--- config.mk ---
export PLATFORM = sky130hd
export DESIGN_NAME = mat_stream_loader_flat
export DESIGN_NICKNAME = d
export VERILOG_FILES = /design/src/rtl/mat_pkg.sv /design/src/rtl/mat_stream_loader_if.sv /design/src/rtl/mat_stream_loader.sv /design/src/flat_wrapper.sv
export SDC_FILE = /design/constraint.sdc
export NUM_CORES = 1
export LEC_CHECK = 0
export CORE_AREA = 2 2 241 243
export DETAILED_ROUTE_END_ITERATION = 10
export DIE_AREA = 0 0 243 245
export PLACE_DENSITY = 0.67
export SETUP_SLACK_MARGIN = 0.15
export SYNTH_ARGS = -nofsm -noshare
export SYNTH_HDL_FRONTEND = slang
export SYNTH_SLANG_ARGS = --single-unit
--- constraint.sdc ---
create_clock -name clk -period 7.1 [get_ports clk]
set_input_delay 2.13 -clock clk [delete_from_list [all_inputs] [get_ports clk]]
set_output_delay 2.13 -clock clk [all_outputs]
set_load 0.1 [all_outputs]
--- src/rtl/mat_pkg.sv ---
// Shared definitions for the matrix datapath: loader FSM encoding and size helpers.
package mat_pkg;

  typedef enum logic [1:0] {
    LOAD_A = 2'd0,
    LOAD_B = 2'd1,
    START  = 2'd2,
    WAIT   = 2'd3
  } state_e;

  // Number of elements in one n x n matrix.
  function automatic int mat_elems(input int dim);
    return dim * dim;
  endfunction

  // Element counter width: enough to index one matrix, never less than one bit.
  function automatic int mat_cnt_w(input int dim);
    int w;
    w = $clog2(dim * dim);
    return (w < 1) ? 1 : w;
  endfunction

endpackage

--- src/rtl/mat_stream_loader_if.sv ---
// Element stream into the loader: one matrix element per valid/ready beat.
interface mat_stream_loader_if #(
  parameter int width = 32
) ();

  logic [width-1:0] in_data;
  logic             in_valid;
  logic             in_last;
  logic             in_ready;

  modport master (
    output in_data,
    output in_valid,
    output in_last,
    input  in_ready
  );

  modport slave (
    input  in_data,
    input  in_valid,
    input  in_last,
    output in_ready
  );

endinterface

--- src/rtl/mat_stream_loader.sv ---
// Assembles a streamed frame (A then B, row-major) into flattened a/b buses,
// fires a one-cycle start to mat_mul and holds a/b until mat_mul signals done.
module mat_stream_loader
  import mat_pkg::*;
#(
  parameter int width = 32,
  parameter int n     = 3
) (
  input  logic                   clk,
  input  logic                   rst,
  mat_stream_loader_if.slave     s,
  output logic [n*n*width-1:0]   a,
  output logic [n*n*width-1:0]   b,
  output logic                   start,
  input  logic                   mm_done,
  output logic                   busy,
  output logic                   frame_err
);

  localparam int ELEMS = mat_elems(n);
  localparam int CW    = mat_cnt_w(n);
  localparam logic [CW-1:0] LAST_IDX = CW'(ELEMS - 1);

  state_e                 state_q, state_d;
  logic [CW-1:0]          count_q, count_d;
  logic [n*n*width-1:0]   a_q, a_d;
  logic [n*n*width-1:0]   b_q, b_d;
  logic                   busy_q, busy_d;
  logic                   frame_err_q, frame_err_d;
  logic                   done_q, done_d;
  logic                   accept;
  logic                   done_rise;
  logic                   last_beat;

  // Stream is only open while loading, and closed outright during reset.
  assign s.in_ready = ~rst & ((state_q == LOAD_A) | (state_q == LOAD_B));
  assign accept     = s.in_valid & s.in_ready;

  assign a         = a_q;
  assign b         = b_q;
  assign start     = (state_q == START);
  assign frame_err = frame_err_q;
  // busy falls in the very cycle the mm_done rising edge is seen.
  assign busy      = busy_q & ~done_rise;

  // Next-state, element write decode, framing check and mm_done edge detect.
  always_comb begin
    state_d     = state_q;
    count_d     = count_q;
    a_d         = a_q;
    b_d         = b_q;
    busy_d      = busy_q;
    frame_err_d = 1'b0;
    done_d      = mm_done;
    done_rise   = 1'b0;
    last_beat   = (count_q == LAST_IDX);

    case (state_q)
      LOAD_A: begin
        if (accept) begin
          a_d[int'(count_q)*width +: width] = s.in_data;
          busy_d = 1'b1;
          // No element of A may carry in_last.
          if (s.in_last) begin
            frame_err_d = 1'b1;
            count_d     = '0;
            busy_d      = 1'b0;
          end else if (last_beat) begin
            count_d = '0;
            state_d = LOAD_B;
          end else begin
            count_d = count_q + 1'b1;
          end
        end
      end
      LOAD_B: begin
        if (accept) begin
          b_d[int'(count_q)*width +: width] = s.in_data;
          busy_d = 1'b1;
          // in_last must appear exactly on the final element of B.
          if (s.in_last != last_beat) begin
            frame_err_d = 1'b1;
            count_d     = '0;
            busy_d      = 1'b0;
            state_d     = LOAD_A;
          end else if (last_beat) begin
            count_d = '0;
            state_d = START;
          end else begin
            count_d = count_q + 1'b1;
          end
        end
      end
      START: begin
        state_d = WAIT;
      end
      WAIT: begin
        // A level already high on entry has done_q set, so it is not an edge.
        done_rise = mm_done & ~done_q;
        if (done_rise) begin
          state_d = LOAD_A;
          busy_d  = 1'b0;
        end
      end
      default: begin
        state_d = LOAD_A;
        count_d = '0;
      end
    endcase
  end

  // State and data registers; reset returns everything to the idle, cleared frame.
  always_ff @(posedge clk) begin
    if (rst) begin
      state_q     <= LOAD_A;
      count_q     <= '0;
      a_q         <= '0;
      b_q         <= '0;
      busy_q      <= 1'b0;
      frame_err_q <= 1'b0;
      done_q      <= 1'b0;
    end else begin
      state_q     <= state_d;
      count_q     <= count_d;
      a_q         <= a_d;
      b_q         <= b_d;
      busy_q      <= busy_d;
      frame_err_q <= frame_err_d;
      done_q      <= done_d;
    end
  end

endmodule

--- src/flat_wrapper.sv ---
// flat-port wrapper written by rule: the top's interface ports become plain ports
module mat_stream_loader_flat import mat_pkg::*;
#(
  parameter int width = 32,
  parameter int n     = 3
)
  (clk, rst, a, b, start, mm_done, busy, frame_err, s_in_data, s_in_valid, s_in_last, s_in_ready);
  mat_stream_loader_if #(.width(width)) s_i ();
  input  logic clk;
  input  logic rst;
  output logic [n*n*width-1:0] a;
  output logic [n*n*width-1:0] b;
  output logic start;
  input  logic mm_done;
  output logic busy;
  output logic frame_err;
  input wire logic [$bits(s_i.in_data)-1:0] s_in_data;
  input wire logic [$bits(s_i.in_valid)-1:0] s_in_valid;
  input wire logic [$bits(s_i.in_last)-1:0] s_in_last;
  output wire logic [$bits(s_i.in_ready)-1:0] s_in_ready;
  assign s_i.in_data = s_in_data;
  assign s_i.in_valid = s_in_valid;
  assign s_i.in_last = s_in_last;
  assign s_in_ready = s_i.in_ready;
  mat_stream_loader #(.width(width), .n(n)) u_core (.clk(clk), .rst(rst), .s(s_i), .a(a), .b(b), .start(start), .mm_done(mm_done), .busy(busy), .frame_err(frame_err));
endmodule
==> key figures <==
STA
  – Final WS setup: 1790 ps
  – RSZ-0062 raised after global routing: false
  – Worst slew margin: 19.3%
  – Slew @ Worst Pin: 1210 ps
  – Max-slew violations: 0
  – Final Hold Fails: 0
  – Worst hold slack: 472 ps
  – Final period utilization: 74.7%
  – Max Freq: 188 MHz
  – Setup TNS: 0 ps
  – Minimum clock period: 5310 ps
  – Worst Clk Skew: 15.5 ps
  – Final setup fails: 0

Placement
  – Number of placed instances, taps included: 3500
  – RD Place Congestion: 0.834
  – Placed inst area: 0.0300 mm²
  – HPWL Detailed: 56100 µm
  – Port bufs: 616
  – DP Worst Slack: 1810 ps

Die
  – Core area: 0.0570 mm²
  – Starting Density: 41.2%
  – Die span in x: 243 µm
  – Die Ht: 245 µm
  – Rows: 88
  – Die area: 0.0595 mm²
  – IO Pins: 617

Global route
  – Number of global-route vias before repair: 18.4k
  – GR Overflow Total: 0
  – Pin count of the biggest net entering global routing: 305
  – Initial antenna violation count: 3
  – Total GRT Usage: 26.4%
  – First-pass GRT wire length: 119000 µm

Synthesis
  – Top cells by count, synth: 585 x dfxtp_1, 515 x nand2b_1, 513 x mux2i_1
  – Post-synth top flop: dfxtp_1
  – Post-synthesis cell area: 0.0235 mm²
  – Unique cell type count in the Yosys netlist: 48
  – Synth warn: 0
  – Synth top area cells: dfxtp_1 50%, mux2i_1 22%, nand2b_1 14%
  – Area leader, netlist: dfxtp_1
  – Avg Cell Area, Syn: 10.3 µm²
  – Synth Net Count: 2313
  – Number of flops mapped to enable cells by yosys: 0
  – Yosys reg bits: 585
  – Post-synth ARST share: 0%
  – Synth Instances: 2273
  – Most common cell in the netlist: dfxtp_1
  – Synth top area share: 49.8%
  – Sequential-to-total area share from yosys stat: 49.8%

Clock tree
  – Clk sinks: 585
  – CTS root buffer: clkbuf_16
  – Cts bufs inserted: 60
  – Post-CTS sizing: 0
  – Hold_buf cts: 0
  – Clock Latency Late Sink: 620 ps
  – Post-CTS Setup Repair Bufs: 0
  – H-Tree Depth: 2
  – CTS tree: yes
  – Clock slew at reported path FFs: 60 ps
  – Deepest clock path buffer count: 3

Worst setup path
  – CP Buf/Inv Count: 2
  – Max incr delay on CP: 510 ps
  – WP data arrival: 3180 ps
  – CP Launch Type: input port
  – Critical Path Fanout Max: 3
  – Crit path max-delay family: buffers and inverters
  – Crit-path cells: clkdlybuf4s50_1 > nand4b_1 > and2_1 > buf_4
  – Critical Path RT: 4970 ps
  – Setup CP Type: input port to output port
  – Crit end category: output port
  – CP max stage cell: clkdlybuf4s50_1

Drt
  – First-pass iteration count of the detailed router: 5
  – DR vias/cell: 5.03
  – Post-route ant nets: 0
  – Post-Route WL: 81800 µm
  – Routed len/inst: 22.7 µm
  – Via count: 18.1k
  – Initial DRC count: 1180
  – Drt drc: 0

Pwr
  – Power Dens Cells: 213 mW/mm²
  – Leak: 0.0118 µW
  – VDD IR-drop max: 0.174 mV

Job
  – Max_cap viols: 0

Hold path
  – Worst Hold Class: flop to flop

Final layout
  – Ratio of cells with drive above 1 in the final layout: 5.63%
  – Nets: 2837
  – Ant. Diodes: 0
  – Layout Cells excl Fill: 3609
  – P&R area growth vs syn: 36.1%
  – Design area: 0.0320 mm²

Outcome
  – Status: complete, no violations
==> layout make-up <==
type	count	area, µm²
multi-input cells	1502	10900
well taps	765	957
repair buffers	645	6400
flip-flops and latches	585	11700
inverters	3	11.3
clock buffers	90	1820
fillers	5050	25000
clock inverters	19	194
==> final timing paths <==
kind / end / cells after the start / slack [ps] / from
setup / recovery: busy / 4 / 1790 / mm_done
hold / removal: u_core.b[267] / 2 / 470 / u_core.b[267]
setup reg to reg: u_core.b[191] / 7 / 3200 / u_core.count_q[0]
hold reg to reg: u_core.b[267] / 2 / 470 / u_core.b[267]
==> cell usage in the layout (no fill, tap or decap), types with 8 or more instances in the layout <==
master / Yosys / layout
nand3_1: 10 / 8
clkbuf_1: 106 / 11
clkbuf_8: 0 / 18
clkdlybuf4s50_1: 0 / 613
o21ai_0: 45 / 45
nand3b_1: 65 / 65
clkbuf_16: 0 / 61
clkinv_2: 0 / 10
buf_4: 14 / 30
nand2b_1: 515 / 515
nand2_1: 269 / 269
nor2_1: 13 / 12
dfxtp_1: 585 / 585
mux2i_1: 513 / 513
==> report_power, final <==
group          total [µW]  switching [µW]  leakage, µW  internal, µW
sequential           3300            6.62      0.00471          3290
clock                3200            1340      0.00100          1870
combinational         327             225      0.00607           102
total                6830            1570       0.0118          5260
==> per-stage QoR <==
stage	utilization, %	total power [µW]
after detailed placement	52.6	3700
after floorplan	-	3580
final	56.1	6830
after global placement	52.6	3700
after CTS	56.1	6880
after global routing	56.1	7020
==> worst min-delay path, delay by kind of cell, from the launching register on <==
kind	cells	cell delay [ps]
DFF	1	310
and+or+nand+nor	1	60
muxes	1	50
==> logic make-up (layout without fill, tap and decap cells) <==
kind of cell               after synthesis  after routing  share of synthesized area, %
muxes                                  513            513                          21.8
xor gates and xnor gates                 1              1                        0.0372
AOI/OAI and AO/OA                       59             59                          1.40
buffers and inverters                  186            757                          4.01
adders and majority gates                3              3                         0.160
DFF                                    585            585                          49.8
and+or+nand+nor                        926            926                          22.8
==> state kept, by name, indices dropped and copies added (netlist names), named ones only <==
register,count
u_core.b,288
u_core.count_q,4
u_core.a,288
u_core.frame_err,1
u_core.done_q,1
u_core.busy_q,1
u_core.state_q,1
==> metal layers <==
layer / GRT usage [%] / vias to the layer above / share of wire, %
li1: - / 8577 / -
met3: 7.98 / 137 / 7.6
met2: 44.1 / 582 / 47
met4: 8.73 / 0 / 3.2
met1: 32.6 / 8844 / 42
met5: 0 / - / 0
(Power assumes the default switching activity.)
